<file path="config.mk">
export PLATFORM = sky130hd
export DESIGN_NAME = hazard_ctrl
export DESIGN_NICKNAME = d
export VERILOG_FILES = /design/src/rtl/hazard_ctrl.sv
export SDC_FILE = /design/constraint.sdc
export NUM_CORES = 1
export LEC_CHECK = 0
export CORE_MARGIN = 2
export CORE_UTILIZATION = 47
export CTS_CLUSTER_SIZE = 25
export DETAILED_ROUTE_END_ITERATION = 8
export PLACE_DENSITY = 0.85
export SLEW_MARGIN = 20
export SYNTH_ARGS = -nofsm -noshare
export SYNTH_HDL_FRONTEND = slang
export SYNTH_SLANG_ARGS = --single-unit
</file>
<file path="constraint.sdc">
create_clock -name clk -period 3.05 [get_ports clk]
set_input_delay 0.305 -clock clk [delete_from_list [all_inputs] [get_ports clk]]
set_output_delay 0.305 -clock clk [all_outputs]
set_load 0.01 [all_outputs]
</file>
<file path="src/rtl/hazard_ctrl.sv">
// Hazard, stall and flush sequencer for the 5-stage RV32I pipeline.
// Load-use bubbles, EX-resolved redirects, memory freeze with deferred redirect, perf counters.
module hazard_ctrl #(
  parameter int CNT_W   = 32,
  parameter int TIMEOUT = 255
) (
  input  logic             clk,
  input  logic             rst_n,
  input  logic [6:0]       opcode_IFID,
  input  logic [4:0]       rs1_IFID,
  input  logic [4:0]       rs2_IFID,
  input  logic [4:0]       rd_IDEX,
  input  logic             memRead_IDEX,
  input  logic             branch_taken_EX,
  input  logic [31:0]      branch_target_EX,
  input  logic             dmem_busy,
  output logic             pc_write,
  output logic             ifid_write,
  output logic             idex_hold,
  output logic             control_mux_sel,
  output logic             flush_IF,
  output logic             flush_ID,
  output logic             pc_redirect,
  output logic [31:0]      redirect_pc,
  output logic [CNT_W-1:0] stall_count,
  output logic [CNT_W-1:0] flush_count,
  output logic             mem_timeout
);

  typedef enum logic [1:0] {RUN, MEM_WAIT, REDIRECT} state_e;

  localparam logic [15:0] TIMEOUT_C = 16'(TIMEOUT);

  state_e            state_q, state_d;
  logic              pending_q, pending_d;
  logic [31:0]       tgt_q, tgt_d;
  logic [15:0]       wait_q, wait_d;
  logic [CNT_W-1:0]  stall_q, stall_d;
  logic [CNT_W-1:0]  flush_q, flush_d;
  logic              timeout_q, timeout_d;
  logic              uses_rs1, uses_rs2, lu;

  always_comb begin
    uses_rs1 = 1'b0;
    uses_rs2 = 1'b0;
    case (opcode_IFID)
      7'b0110011, 7'b0100011, 7'b1100011: begin
        uses_rs1 = 1'b1;
        uses_rs2 = 1'b1;
      end
      7'b0010011, 7'b0000011, 7'b1100111: uses_rs1 = 1'b1;
      default: ;
    endcase
  end

  assign lu = memRead_IDEX && (rd_IDEX != 5'd0) &&
              ((uses_rs1 && (rd_IDEX == rs1_IFID)) || (uses_rs2 && (rd_IDEX == rs2_IFID)));

  always_comb begin
    state_d         = state_q;
    pending_d       = pending_q;
    tgt_d           = tgt_q;
    wait_d          = wait_q;
    pc_write        = 1'b1;
    ifid_write      = 1'b1;
    idex_hold       = 1'b0;
    control_mux_sel = 1'b0;
    flush_IF        = 1'b0;
    flush_ID        = 1'b0;
    pc_redirect     = 1'b0;
    redirect_pc     = (state_q == REDIRECT) ? tgt_q : branch_target_EX;

    // wait_cnt counts the busy cycles of the current freeze, including the entering one
    if (dmem_busy) begin
      pc_write   = 1'b0;
      ifid_write = 1'b0;
      idex_hold  = 1'b1;
      state_d    = MEM_WAIT;
      if (state_q == MEM_WAIT) begin
        wait_d = (wait_q == 16'hFFFF) ? wait_q : wait_q + 16'd1;
      end else begin
        wait_d = 16'd1;
      end
      if (branch_taken_EX && (state_q != REDIRECT)) begin
        pending_d = 1'b1;
        tgt_d     = branch_target_EX;
      end
    end else begin
      case (state_q)
        RUN: begin
          if (branch_taken_EX) begin
            flush_IF    = 1'b1;
            flush_ID    = 1'b1;
            pc_redirect = 1'b1;
          end else if (lu) begin
            pc_write        = 1'b0;
            ifid_write      = 1'b0;
            control_mux_sel = 1'b1;
          end
        end
        MEM_WAIT: begin
          if (pending_q) begin
            state_d = REDIRECT;
          end else begin
            state_d = RUN;
            if (lu) begin
              pc_write        = 1'b0;
              ifid_write      = 1'b0;
              control_mux_sel = 1'b1;
            end
          end
        end
        REDIRECT: begin
          flush_IF    = 1'b1;
          flush_ID    = 1'b1;
          pc_redirect = 1'b1;
          pending_d   = 1'b0;
          state_d     = RUN;
        end
        default: state_d = RUN;
      endcase
    end

    timeout_d = timeout_q | (wait_d >= TIMEOUT_C);
    stall_d   = (!pc_write && (stall_q != '1)) ? stall_q + 1'b1 : stall_q;
    flush_d   = (pc_redirect && (flush_q != '1)) ? flush_q + 1'b1 : flush_q;

    // Reset drives a safe frozen-and-flushed pipeline regardless of state
    if (!rst_n) begin
      pc_write        = 1'b0;
      ifid_write      = 1'b0;
      idex_hold       = 1'b0;
      control_mux_sel = 1'b1;
      flush_IF        = 1'b1;
      flush_ID        = 1'b1;
      pc_redirect     = 1'b0;
      redirect_pc     = 32'd0;
    end
  end

  always_ff @(posedge clk or negedge rst_n) begin
    if (!rst_n) begin
      state_q   <= RUN;
      pending_q <= 1'b0;
      tgt_q     <= 32'd0;
      wait_q    <= 16'd0;
      stall_q   <= '0;
      flush_q   <= '0;
      timeout_q <= 1'b0;
    end else begin
      state_q   <= state_d;
      pending_q <= pending_d;
      tgt_q     <= tgt_d;
      wait_q    <= wait_d;
      stall_q   <= stall_d;
      flush_q   <= flush_d;
      timeout_q <= timeout_d;
    end
  end

  assign stall_count = stall_q;
  assign flush_count = flush_q;
  assign mem_timeout = timeout_q;

endmodule
</file>
# After elaboration in Yosys (flattened, before gate mapping)
# Cells that the tools add are included.
dict set report word_totals {
  latchBits 0
  register_bits 116
  mem_count 0
  word_cells 76
  output_inout_bits 104
  romBits 0
  input_bits 59
  mem_bits_rw 0
}
dict set report classes {
  magnitude_cmp 1
  n_mux 32
  div 0
  n_bitwise 1
  n_reduce_logical 16
  add_sub_neg 3
  multipliers 0
  eq_ne 16
  n_shift 0
}
# cell n
set ops {}
lappend ops {{$add A32 B1 Y32 const B} 2}
lappend ops {{$mux W32} 2}
lappend ops {{$ne A32 B32 Y1 const B} 2}
lappend ops {{$mux W16} 3}
lappend ops {{$mux W1} 21}
lappend ops {{$add A16 B1 Y16 const B} 1}
lappend ops {{$eq A16 B16 Y1 const B} 1}
lappend ops {{$ge A16 B8 Y1 const B} 1}
lappend ops {{$eq A7 B6 Y1 const B} 2}
lappend ops {{$eq A7 B7 Y1 const B} 2}
lappend ops {{$eq A5 B5 Y1} 2}
lappend ops {{$eq A7 B2 Y1 const B} 1}
lappend ops {{$eq A7 B5 Y1 const B} 1}
lappend ops {{$logic_and A1 B1 Y1} 7}
lappend ops {{$pmux W1 S2} 3}
lappend ops {{$reduce_or A6 Y1} 1}
lappend ops {{$reduce_bool A5 Y1} 1}
lappend ops {{$mux W2} 2}
lappend ops {{$ne A2 B2 Y1 const B} 2}
lappend ops {{$pmux W2 S2} 1}
lappend ops {{$reduce_and A2 Y1} 2}
lappend ops {{$reduce_or A3 Y1} 1}
lappend ops {{$eq A2 B1 Y1 const B} 1}
lappend ops {{$eq A2 B2 Y1 const B} 1}
lappend ops {{6 further kinds} 6}

# Logic depth before layout (Yosys ltp)
# Gate-level depths: netlist of run 1.
dict set report depth {
  word_depth 12
  ltp_mapped 9
  mapped_depth_nobuf 8
}

# Worst setup path after synthesis of run 1
# Ideal clock, no wire load.
dict set report synth_path {
  path_type {reg-to-reg}
  startpoint {register stall_q[10], in the netlist stall_count[10]}
  endpoint {register stall_q[13], in the netlist stall_count[13]}
  t_arrival_ns 2.121
  stages_incl_launch_ff 10
  n_path_buf 2
  synth_period_minus_slack_ns 2.246
  setup_time_ns 0.125
  slack_ns 0.804
  required_time_ns 2.925
  cell_sequence {dfrtp_1 > and4_1 > and4bb_4 > and3_1 > buf_6 > and3_4 > a311oi_4 > buf_6 > nand3_1 > xnor2_1}
}
dict set report synth_via {
  elab_chain_cells 2
}
# item line
set synth_lines {}
lappend synth_lines {{start, declared} 38} ;# logic [CNT_W-1:0] stall_q, stall_d;
lappend synth_lines {{start signal, assigned} 155} ;# stall_q <= stall_d;
lappend synth_lines {{parallel branches: the longest is 2 deep, another holds $add A32 B1 Y32} n/a}
# Parallel ways; which one is timed is not known.
# A chain may end at the register's enable or synchronous reset.

# Worst setup path in the final report of run 1
dict set report layout_path {
  startpoint {input rd_IDEX[1]}
  endpoint {output ifid_write}
}
dict set report layout_via {
  elab_chain_cells 9
}
# item line
set layout_lines {}
lappend layout_lines {{start, declared} 12} ;# input logic [4:0] rd_IDEX,
lappend layout_lines {{$eq A5 B5 Y1} 57} ;# ((uses_rs1 && (rd_IDEX == rs1_IFID)) || (uses_rs2 && (rd_IDEX == rs2_IFID)));
lappend layout_lines {{$logic_and A1 B1 Y1} 57}
lappend layout_lines {{$logic_or A1 B1 Y1} 57}
lappend layout_lines {{$logic_and A1 B1 Y1 *} 56} ;# assign lu = memRead_IDEX && (rd_IDEX != 5'd0) &&
lappend layout_lines {{$mux W1 *} {95, 106}}
lappend layout_lines {{$mux W1, on equally long branches} {102, 91}}
lappend layout_lines {{$pmux W1 S2 *} 89} ;# case (state_q)
lappend layout_lines {{$mux W1 *} 74} ;# if (dmem_busy) begin
lappend layout_lines {{$mux W1 *} 129} ;# if (!rst_n) begin
lappend layout_lines {{end, declared} 18} ;# output logic ifid_write,
# Every way passes the cells marked *; elsewhere a longest branch is shown, timed or not.

==> results of run 1 <==
==> area by class of cell <==
class	count	area, um^2	area share
clock buffers	19	443	0.0525
flip-flops and latches	116	2900	0.344
repair buffers	176	1730	0.205
well taps	172	215	0.0255
inverters	7	26.3	0.00312
clock inverters	13	183	0.0217
multi-input cells	434	2930	0.348
==> synthesized netlist by cell type, types with 4 or more instances <==
cell | n | area share
dfrtp_1 | 116 | 0.49
inv_1 | 7 | 0.0044
xor2_1 | 23 | 0.034
and2_1 | 7 | 0.0073
mux2_2 | 35 | 0.066
or3_1 | 5 | 0.0052
and4_1 | 6 | 0.0088
a21boi_0 | 32 | 0.040
nor3_1 | 8 | 0.0067
clkbuf_1 | 19 | 0.012
nand4_1 | 27 | 0.028
nand3_1 | 30 | 0.025
xnor2_1 | 56 | 0.082
nor2_1 | 31 | 0.019
nand2b_1 | 4 | 0.0042
and3_1 | 8 | 0.0084
nor3b_1 | 6 | 0.0075
o21ai_0 | 9 | 0.0075
nor4_1 | 8 | 0.0084
nand2_1 | 93 | 0.058
a21oi_1 | 6 | 0.0050
==> cell families (layout without fill, tap and decap cells) <==
family	after synthesis	count (layout)
XOR/XNOR	79	79
buffers and inverters	33	215
multiplexers	36	36
flip-flops	116	116
AND/OR/NAND/NOR	252	252
adder cells (fa/ha/maj)	3	3
AO/OA/AOI/OAI	64	64
==> registers in the layout, summed over array words and instances, names as in the netlist <==
name	flops
flush_count	32
mem_timeout	1
pending_q	1
stall_count	32
state_q	2
tgt_q	32
wait_q	16
==> layer usage <==
layer | wire (um) | up-vias | track usage
met1 | 6610 | 2417 | 0.293
met4 | 204 | 0 | 0.0831
met2 | 7270 | 209 | 0.371
li1 | - | 2377 | -
met5 | 0 | - | 0
met3 | 1240 | 17 | 0.0659
==> worst paths after layout <==
path,startpoint,to,slack (ps),cells after the start
worst max-delay path,rd_IDEX[1],ifid_write,210,7
worst min-delay path,rst_n,tgt_q[0]$_DFFE_PN0P_,480,2
worst max register to register,flush_count[18]$_DFFE_PN0P_,flush_count[6]$_DFFE_PN0P_,510,7
worst min register to register,stall_count[30]$_DFFE_PN0P_,stall_count[30]$_DFFE_PN0P_,500,1
max in group asynchronous,rst_n,flush_count[24]$_DFFE_PN0P_,1700,3
min in group clk,stall_count[30]$_DFFE_PN0P_,stall_count[30]$_DFFE_PN0P_,500,1
==> where the power goes <==
part / total, mW / internal (mW) / switching (mW)
clock: 2.10 / 1.38 / 0.712
combinational: 0.860 / 0.473 / 0.387
sequential: 1.91 / 1.71 / 0.198
==> cells in the final DEF, fill, tap and decap left out, types with 7 or more instances in the layout <==
master / synthesis / final
nor2_1: 31 / 31
nor4_1: 8 / 8
inv_1: 7 / 7
clkbuf_16: 0 / 17
xnor2_1: 56 / 56
and2_1: 7 / 7
and3_1: 8 / 8
nand2_1: 93 / 93
nor3_1: 8 / 8
dfrtp_1: 116 / 116
clkdlybuf4s50_1: 0 / 161
a21boi_0: 32 / 32
nand3_1: 30 / 30
mux2_2: 35 / 35
buf_4: 2 / 14
o21ai_0: 9 / 9
xor2_1: 23 / 23
nand4_1: 27 / 27
==> stage by stage <==
| step | instance area, um^2 | worst slack, ps |
|---|---|---|
| floorplan | 5980 | 804 |
| detailed placement | 7790 | 182 |
| global placement | 7790 | 191 |
| finish | 8430 | 212 |
| global route | 8430 | 94.4 |
| CTS | 8430 | 179 |
==> timing repair <==
item,CTS,global route
endpoints found under the setup margin,0,0
hold buffers,1,0
endpoints found under the hold margin,26,0
==> metrics.txt, run 1 <==
part of the cycle the worst path needs 0.931; first-pass GRT wire length 24.4 mm; Synth Instances 583; post-synthesis simple-gate area fraction 0.219; Critical Path Most Common Cell clkdlybuf4s50_1; yosys synthesis warning count 0; total grt overflow 0; mux contribution to synthesized area 0.0676; CTS tree yes; # Max-Cap Violations 0; Non-Filler Instances 937; main combinational cell family by area after synthesis simple AND/OR/NAND/NOR gates; Port Buffers 162; Leak 3.45 nW; core area 12500 um^2; worst-margin pin slew 779 ps; Synth Cell Area 5980 um^2; min Tclk post-route 2840 ps; syn nets 645; initial antenna violation count 0; WP data arrival 2530 ps; Slew Viols, Final 0; critical path, cell by cell clkdlybuf4s50_1, or4_1, nor2_1, nor3_1, a21oi_1, and2_1, clkdlybuf4s50_1; H-Tree Depth 4; Synth Area in Adders 0.00627; area of the die 13600 um^2; Layout Utilization 0.674; Power Density 577 nW/um^2; Filler cells 957; number of synthesized flops with an enable pin 0; Top delay family on crit path buffers and inverters; post-synthesis average cell area 10.3 um^2; Layout area overhead 40.9%; Routed Wire Length 15.3 mm; # DRC 0; Root Driver clkbuf_16; vias in the first global route 4986; CP peak stage delay 550 ps; setup TNS 0 ps; cts repair resizes 0; synthesized flop and latch total 116; final hold violations 0; Antenna Cells 0; layout cells sized above 1 0.128; Yosys cell types 53; FP Rows 41; Setup violations, final 0; status completed; die width 117 um; Routed Antenna Nets 0; XOR/XNOR Fraction of Synth Area 0.116; clock-pin slew on the worst setup and hold paths 50 ps; Starting DRT DRC Count 418; gpl congestion 0.870; total setup buffers inserted after CTS 0; hpwl dp 11.1 mm; Crit-path slowest cell or4_1; Synth Area in Compound Gates 0.0818; sequential fraction of the synthesis area 0.485; Bufs and invs on worst path 2; clock skew 10.3 ps; Initial Utilization 0.478; WP data required 2740 ps; drt pass-1 iters 5; Die Span Y 117 um; Most used DFF post-synth dfrtp_1; worst-path fanout max 3; Inst Count DP 904; CP endpoint kind output port; maximum VDD drop 0.316 mV; FMAX 352 MHz; post-DR vias/cell 5.36; Power, Total 4.87 mW; Wirelength per Cell 16.3 um; crit path kind in2out; largest net degree at the start of global routing 69; Slew headroom 0.474; worst hold slack 482 ps; CTS sink cnt 116; clk buf depth 2; CTS buffer count 17; ys async rst share 1.00; Vias 5020; Nets 814; Worst Hold Class in2async; clock latency on the worst-skew pair 410 ps; Ports 163; GRT Overall Usage 0.229; CP Launch Type input port; RSZ-0062 raised after global routing no
(Power assumes the default switching activity.)
==> run 2: changes to the inputs <==
--- a/config.mk
+++ b/config.mk
@@ -10,7 +10,6 @@
 export CTS_CLUSTER_SIZE = 25
 export DETAILED_ROUTE_END_ITERATION = 8
 export PLACE_DENSITY = 0.85
-export SLEW_MARGIN = 20
 export SYNTH_ARGS = -nofsm -noshare
 export SYNTH_HDL_FRONTEND = slang
 export SYNTH_SLANG_ARGS = --single-unit
==> results of run 2 <==
Final layout, timing and power as in run 1 (identical DEF).
==> RTL change 1: new RTL, settings of run 1 <==
Make the reset (`rst_n`) synchronous in one clocked block.
--- a/src/rtl/hazard_ctrl.sv
+++ b/src/rtl/hazard_ctrl.sv
@@ -138,7 +138,7 @@
     end
   end
 
-  always_ff @(posedge clk or negedge rst_n) begin
+  always_ff @(posedge clk) begin
     if (!rst_n) begin
       state_q   <= RUN;
       pending_q <= 1'b0;
Check against the original RTL: differs if rst_n is asserted again (counterexample within 4 cycles, from zero or initial values and one cycle with rst_n low); with rst_n held inactive, the same outputs for 10 cycles.
==> RTL change 1 against run 1 <==
- synthesized cell count is 37% higher
- maximum frequency is 4.6% higher
- worst hold slack worse by 0.029 ns
- synthesized area is 0.61% higher
- cell count is 21% higher
- worst setup slack better by 0.12 ns
- sequential cell count stayed put
- design area is 0.31% lower
- core utilization is 0.48 points lower
- routed wire length is 9.4% higher
- sequential share of layout area is 6.8 points lower
- critical path type unchanged
- critical endpoint is now pc_write
- largest cell class unchanged
Power is not compared: it rests on default switching activity, and its combinational part moved more than twofold at a synthesized area within 25%.
==> RTL change 1: results (changes against run 1) <==
----------------------------------------------------
[Run status]
  Run status ... finished, final reports clean (unchanged)

[Place]
  Placer Congestion ... 0.866 (was 0.870)
  Half-perimeter wire length after detailed placement ... 11400 um (was 11100 um)

[Final layout]
  Net count reported at finish ... 1012 (was 814)
  Proportion of layout cells with a drive suffix above 1 ... 0.0604 (was 0.128)
  Synthesis-to-layout area growth ... 39.6% (was 40.9%)
  Filler cells ... 1026 (was 957)

[Detailed routing]
  Via count ... 6389 (was 5020)
  Initial DRC count ... 556 (was 418)
  Post-DR wirelength/cell ... 14.8 um (was 16.3 um)
  Iteration count of the initial detailed-routing pass ... 5 (unchanged)

[STA]
  Transition at the pin with the smallest max-transition slack ... 0.905 ns (was 0.779 ns)
  Maximum clock skew at final layout ... 0.00643 ns (was 0.0103 ns)

[Critical path]
  Launch point of the worst reg-to-reg path ... wait_q[0] (was flush_count[18])
  End point of the critical path ... pc_write (was ifid_write)
  FF-to-FF End ... mem_timeout (was flush_count[6])
  Worst reg-to-reg setup slack ... 0.45 ns (was 0.51 ns)

[GRT]
  Maximum number of pins on one net before global-route repair ... 65 (was 69)
  Via count of the first global-routing pass ... 5701 (was 4986)
  Wire length of the first global-routing pass ... 26800 um (was 24400 um)

[Synthesis]
  Cells after synthesis ... 796 (was 583)
  Top post-synthesis cells by count ... sky130_fd_sc_hd__nand2_1 (176), sky130_fd_sc_hd__dfxtp_1 (116), sky130_fd_sc_hd__a21oi_1 (93) (was sky130_fd_sc_hd__dfrtp_1 (116), sky130_fd_sc_hd__nand2_1 (93), sky130_fd_sc_hd__xnor2_1 (56))
  Synth top area cells ... sky130_fd_sc_hd__dfxtp_1 (39%), sky130_fd_sc_hd__nand2_1 (11%), sky130_fd_sc_hd__a21oi_1 (7.7%) (was sky130_fd_sc_hd__dfrtp_1 (49%), sky130_fd_sc_hd__xnor2_1 (8.2%), sky130_fd_sc_hd__mux2_2 (6.6%))
  Post-synth top area share ... 0.386 (was 0.485)
  Register area share after synthesis ... 0.386 (was 0.485)
  Synthesized netlist net count ... 858 (was 645)

[Hold path]
  Cell depth of the worst min-delay path ... 2

[Power]
  Static leakage power ... around 2.9 nW

----------------------------------------------------
[RTL change 1: cell types whose count changed after synthesis, sizes merged, moves of 24 or more]
cell    change
mux2       -35
nand2      +83
nor2       +35
dfxtp     +116
a21oi      +87
a21boi     -32
xnor2      -25
dfrtp     -116
clkbuf     +24
[RTL change 1: stage by stage]
| stage | cell area [sq um] | setup slack [ns] | util | hold slack, ns |
|---|---|---|---|---|
| floorplan | 6020 | 0.716 | - | 0.437 |
| global placement | 7850 | 0.338 | 0.625 | 0.442 |
| detailed placement | 7850 | 0.330 | 0.625 | 0.447 |
| CTS | 8400 | 0.328 | 0.669 | 0.454 |
| global route | 8400 | 0.217 | 0.669 | 0.464 |
| finish | 8400 | 0.336 | 0.669 | 0.453 |
[RTL change 1: cell type report]
type                    count  share of cell area
clock buffers              24              0.0597
well taps                 172              0.0256
clock inverters             5             0.00596
multi-input cells         624               0.414
inverters                   7             0.00328
repair buffers            184               0.216
flip-flops and latches    116               0.276
[RTL change 1: worst max-delay path, cell delays in order]
cell and delay (ns):
sky130_fd_sc_hd__clkdlybuf4s50_1 0.47, sky130_fd_sc_hd__or4_1 0.54, sky130_fd_sc_hd__nor2_1 0.14, sky130_fd_sc_hd__nor2_1 0.08
sky130_fd_sc_hd__a21oi_1 0.18, sky130_fd_sc_hd__and2_1 0.17, sky130_fd_sc_hd__clkdlybuf4s50_1 0.54
[RTL change 1: cell families after synthesis]
logic type      after synthesis  synth area share
mux                          14            0.0233
buf+inv                      56            0.0370
flops                       116             0.386
compound gates              143             0.138
xor+xnor                     52            0.0757
simple gates                412             0.333
fa+ha+maj                     3           0.00624
[RTL change 1: per-layer routing]
metal  routed length (um)  global-route usage
met3                  981              0.0463
met2                 8190               0.400
met1                 7200               0.312
met5                    0                   0
met4                  389               0.115
==> RTL change 2: new RTL, config.mk and constraints of run 1 <==
Without the edit above. Change the parameter `CNT_W` from 32 to 40.
--- a/src/rtl/hazard_ctrl.sv
+++ b/src/rtl/hazard_ctrl.sv
@@ -1,7 +1,7 @@
 // Hazard, stall and flush sequencer for the 5-stage RV32I pipeline.
 // Load-use bubbles, EX-resolved redirects, memory freeze with deferred redirect, perf counters.
 module hazard_ctrl #(
-  parameter int CNT_W   = 32,
+  parameter int CNT_W   = 40,
   parameter int TIMEOUT = 255
 ) (
   input  logic             clk,
Interface: changed (resized flush_count and stall_count); port bits go from 163 to 179. No check against the original RTL was run, so the function may have changed too.
==> RTL change 2 against run 1 <==
- routed wire length is 12% higher
- critical path depth is 2 lower
- worst setup slack improved by 0.012 ns
- synthesized area grew 13%
- sequential cell count up 16
- worst hold slack worse by 0.041 ns
- core utilization down 0.30 points
- power grew 3.4%
- design area increased by 11%
- die area increased by 13%
- maximum frequency is 0.41% higher
==> RTL change 2: results (changes against run 1) <==
----------------------------------------------------
[Synthesis]
  Number of warnings issued by yosys ... 0 (unchanged)
  Register area share after synthesis ... 0.487 (was 0.485)
  Distinct cell type count of the synthesized netlist ... 51 (was 53)
  Synth top area cells ... sky130_fd_sc_hd__dfrtp_1 (49%), sky130_fd_sc_hd__xnor2_1 (10%), sky130_fd_sc_hd__nand2_1 (6.1%) (was sky130_fd_sc_hd__dfrtp_1 (49%), sky130_fd_sc_hd__xnor2_1 (8.2%), sky130_fd_sc_hd__mux2_2 (6.6%))
  Synthesized netlist net count ... 730 (was 645)
  Post-synth top area cell ... sky130_fd_sc_hd__dfrtp_1 (unchanged)
  Top post-synthesis cells by count ... sky130_fd_sc_hd__dfrtp_1 (132), sky130_fd_sc_hd__nand2_1 (111), sky130_fd_sc_hd__xnor2_1 (79) (was sky130_fd_sc_hd__dfrtp_1 (116), sky130_fd_sc_hd__nand2_1 (93), sky130_fd_sc_hd__xnor2_1 (56))

[Final layout]
  Net count reported at finish ... 914 (was 814)
  Number of diodes ... 0 (unchanged)
  Proportion of layout cells with a drive suffix above 1 ... 0.108 (was 0.128)

[Place]
  Number of buffers added on ports ... 178 (was 162)
  Placer Congestion ... 0.877 (was 0.870)
  Half-perimeter wire length after detailed placement ... 12300 um (was 11100 um)
  Post-detailed-placement cell area ... 8770 sq um (was 7790 sq um)

[Hold path]
  HP Class ... input pin to asynchronous set/reset pin (unchanged)

[Critical path]
  Slowest stage cell, crit path ... sky130_fd_sc_hd__clkdlybuf4s50_1 (was sky130_fd_sc_hd__or4_1)
  Register-to-Register Path Depth ... 8 (was 7)
  Worst reg-to-reg setup slack ... 0.40 ns (was 0.51 ns)
  Launch point of the worst reg-to-reg path ... stall_count[3] (was flush_count[18])
  Crit-path max cell delay ... 0.58 ns (was 0.55 ns)
  Data arrival time at the worst-slack endpoint ... 2.52 ns (was 2.53 ns)
  FF-to-FF End ... stall_count[4] (was flush_count[6])
  Maximum net fanout on the critical path ... 18 (was 3)
  Largest delay contributor family on the critical path ... buffers and inverters (unchanged)

[Power]
  VDD IR max ... 0.543 mV (was 0.316 mV)
  Static leakage power ... 3.86 nW (was 3.45 nW)

[GRT]
  Antenna violations before repair ... 2 (was 0)
  Global router's overall resource usage ... 0.228 (was 0.229)
  Wire length of the first global-routing pass ... 27100 um (was 24400 um)
  Via count of the first global-routing pass ... 5447 (was 4986)
  Maximum number of pins on one net before global-route repair ... 81 (was 69)

[Detailed routing]
  Iteration count of the initial detailed-routing pass ... 4 (was 5)
  Initial DRC count ... 277 (was 418)
  Post-DR wirelength/cell ... 16.4 um (was 16.3 um)
  Post-DR vias/cell ... 5.47 (was 5.36)

[Clocking]
  Setup fix buffers added after clock tree synthesis ... 0 (unchanged)
  Clock latency on the worst-skew pair ... 0.42 ns
  Clock buffer count from CTS ... 17 (unchanged)

[Run status]
  Run status ... finished, final reports clean (unchanged)

[STA]
  Final count of hold timing violations ... 0 (unchanged)
  Maximum clock skew at final layout ... 0.00623 ns (was 0.0103 ns)
  Worst slew margin relative to its limit ... 0.327 (was 0.474)

----------------------------------------------------
==> RTL change 2: changes by cell type in the layout (fill, tap and decap cells not counted), moves of 8 or more <==
cell,change
sky130_fd_sc_hd__xnor2_1,+23
sky130_fd_sc_hd__nand2_1,+18
sky130_fd_sc_hd__clkdlybuf4s50_1,+16
sky130_fd_sc_hd__dfrtp_1,+16
sky130_fd_sc_hd__and3_1,+11
sky130_fd_sc_hd__nand4_1,+9
sky130_fd_sc_hd__nor3_1,+9
sky130_fd_sc_hd__nor4_1,-8
==> RTL change 2: power breakdown <==
group / leakage (nW) / switching, mW / internal [mW] / total [mW]
Sequential: 1.71 / 0.187 / 1.93 / 2.12
Combinational: 1.87 / 0.389 / 0.486 / 0.875
Clock: 0.285 / 0.733 / 1.31 / 2.04
==> RTL change 2: metrics by stage <==
stage	worst slack (ns)	hold WS [ns]	std cells	utilization
4_1_cts	0.202	0.464	1044	0.671
3_3_place_gp	0.258	0.328	1012	0.627
3_5_place_dp	0.203	0.329	1012	0.627
2_1_floorplan	0.860	0.00941	668	-
5_1_grt	0.0574	0.500	1044	0.671
6_report	0.223	0.441	1044	0.671
==> RTL change 2: what timing repair did <==
item	in CTS	in global routing
endpoints found under the hold margin	38	0
gates resized for setup	0	0
hold buffers	1	0
==> RTL change 2: per-layer routing <==
metal,global-route usage,vias up,part of all wire
met5,0,-,0.00076
met4,0.0843,2,0.017
met3,0.0710,27,0.085
met2,0.367,179,0.48
met1,0.290,2802,0.42
li1,-,2700,-
==> RTL change 2: final cells by class <==
type	instances	area (sq um)
clock buffer	24	502
tap	180	225
clock inverter	7	96.3
inverter	8	30.0
multi-input combinational	499	3320
fill	1077	4610
sequential	132	3300
timing repair buffer	194	1910
==> RTL change 2: cell families (layout without fill, tap and decap cells) <==
logic type	after synthesis	after routing	share of synthesized area
mux	34	34	0.0563
compound gates	65	65	0.0662
xor+xnor	97	97	0.125
fa+ha+maj	3	3	0.00553
buf+inv	37	233	0.0243
flops	132	132	0.487
simple gates	300	300	0.236
==> RTL change 2: worst max-delay path by stage <==
stage | from | endpoint | slack (ns) | cells past startpoint
2_1_floorplan | stall_count[2] | stall_count[7] | 0.86 | 8
3_3_place_gp | rd_IDEX[1] | stall_count[30] | 0.26 | 8
3_5_place_dp | rd_IDEX[1] | stall_count[12] | 0.20 | 8
4_1_cts | state_q[0] | redirect_pc[11] | 0.20 | 5
5_1_grt | state_q[0] | redirect_pc[11] | 0.06 | 5
6_report | state_q[0] | redirect_pc[11] | 0.22 | 5
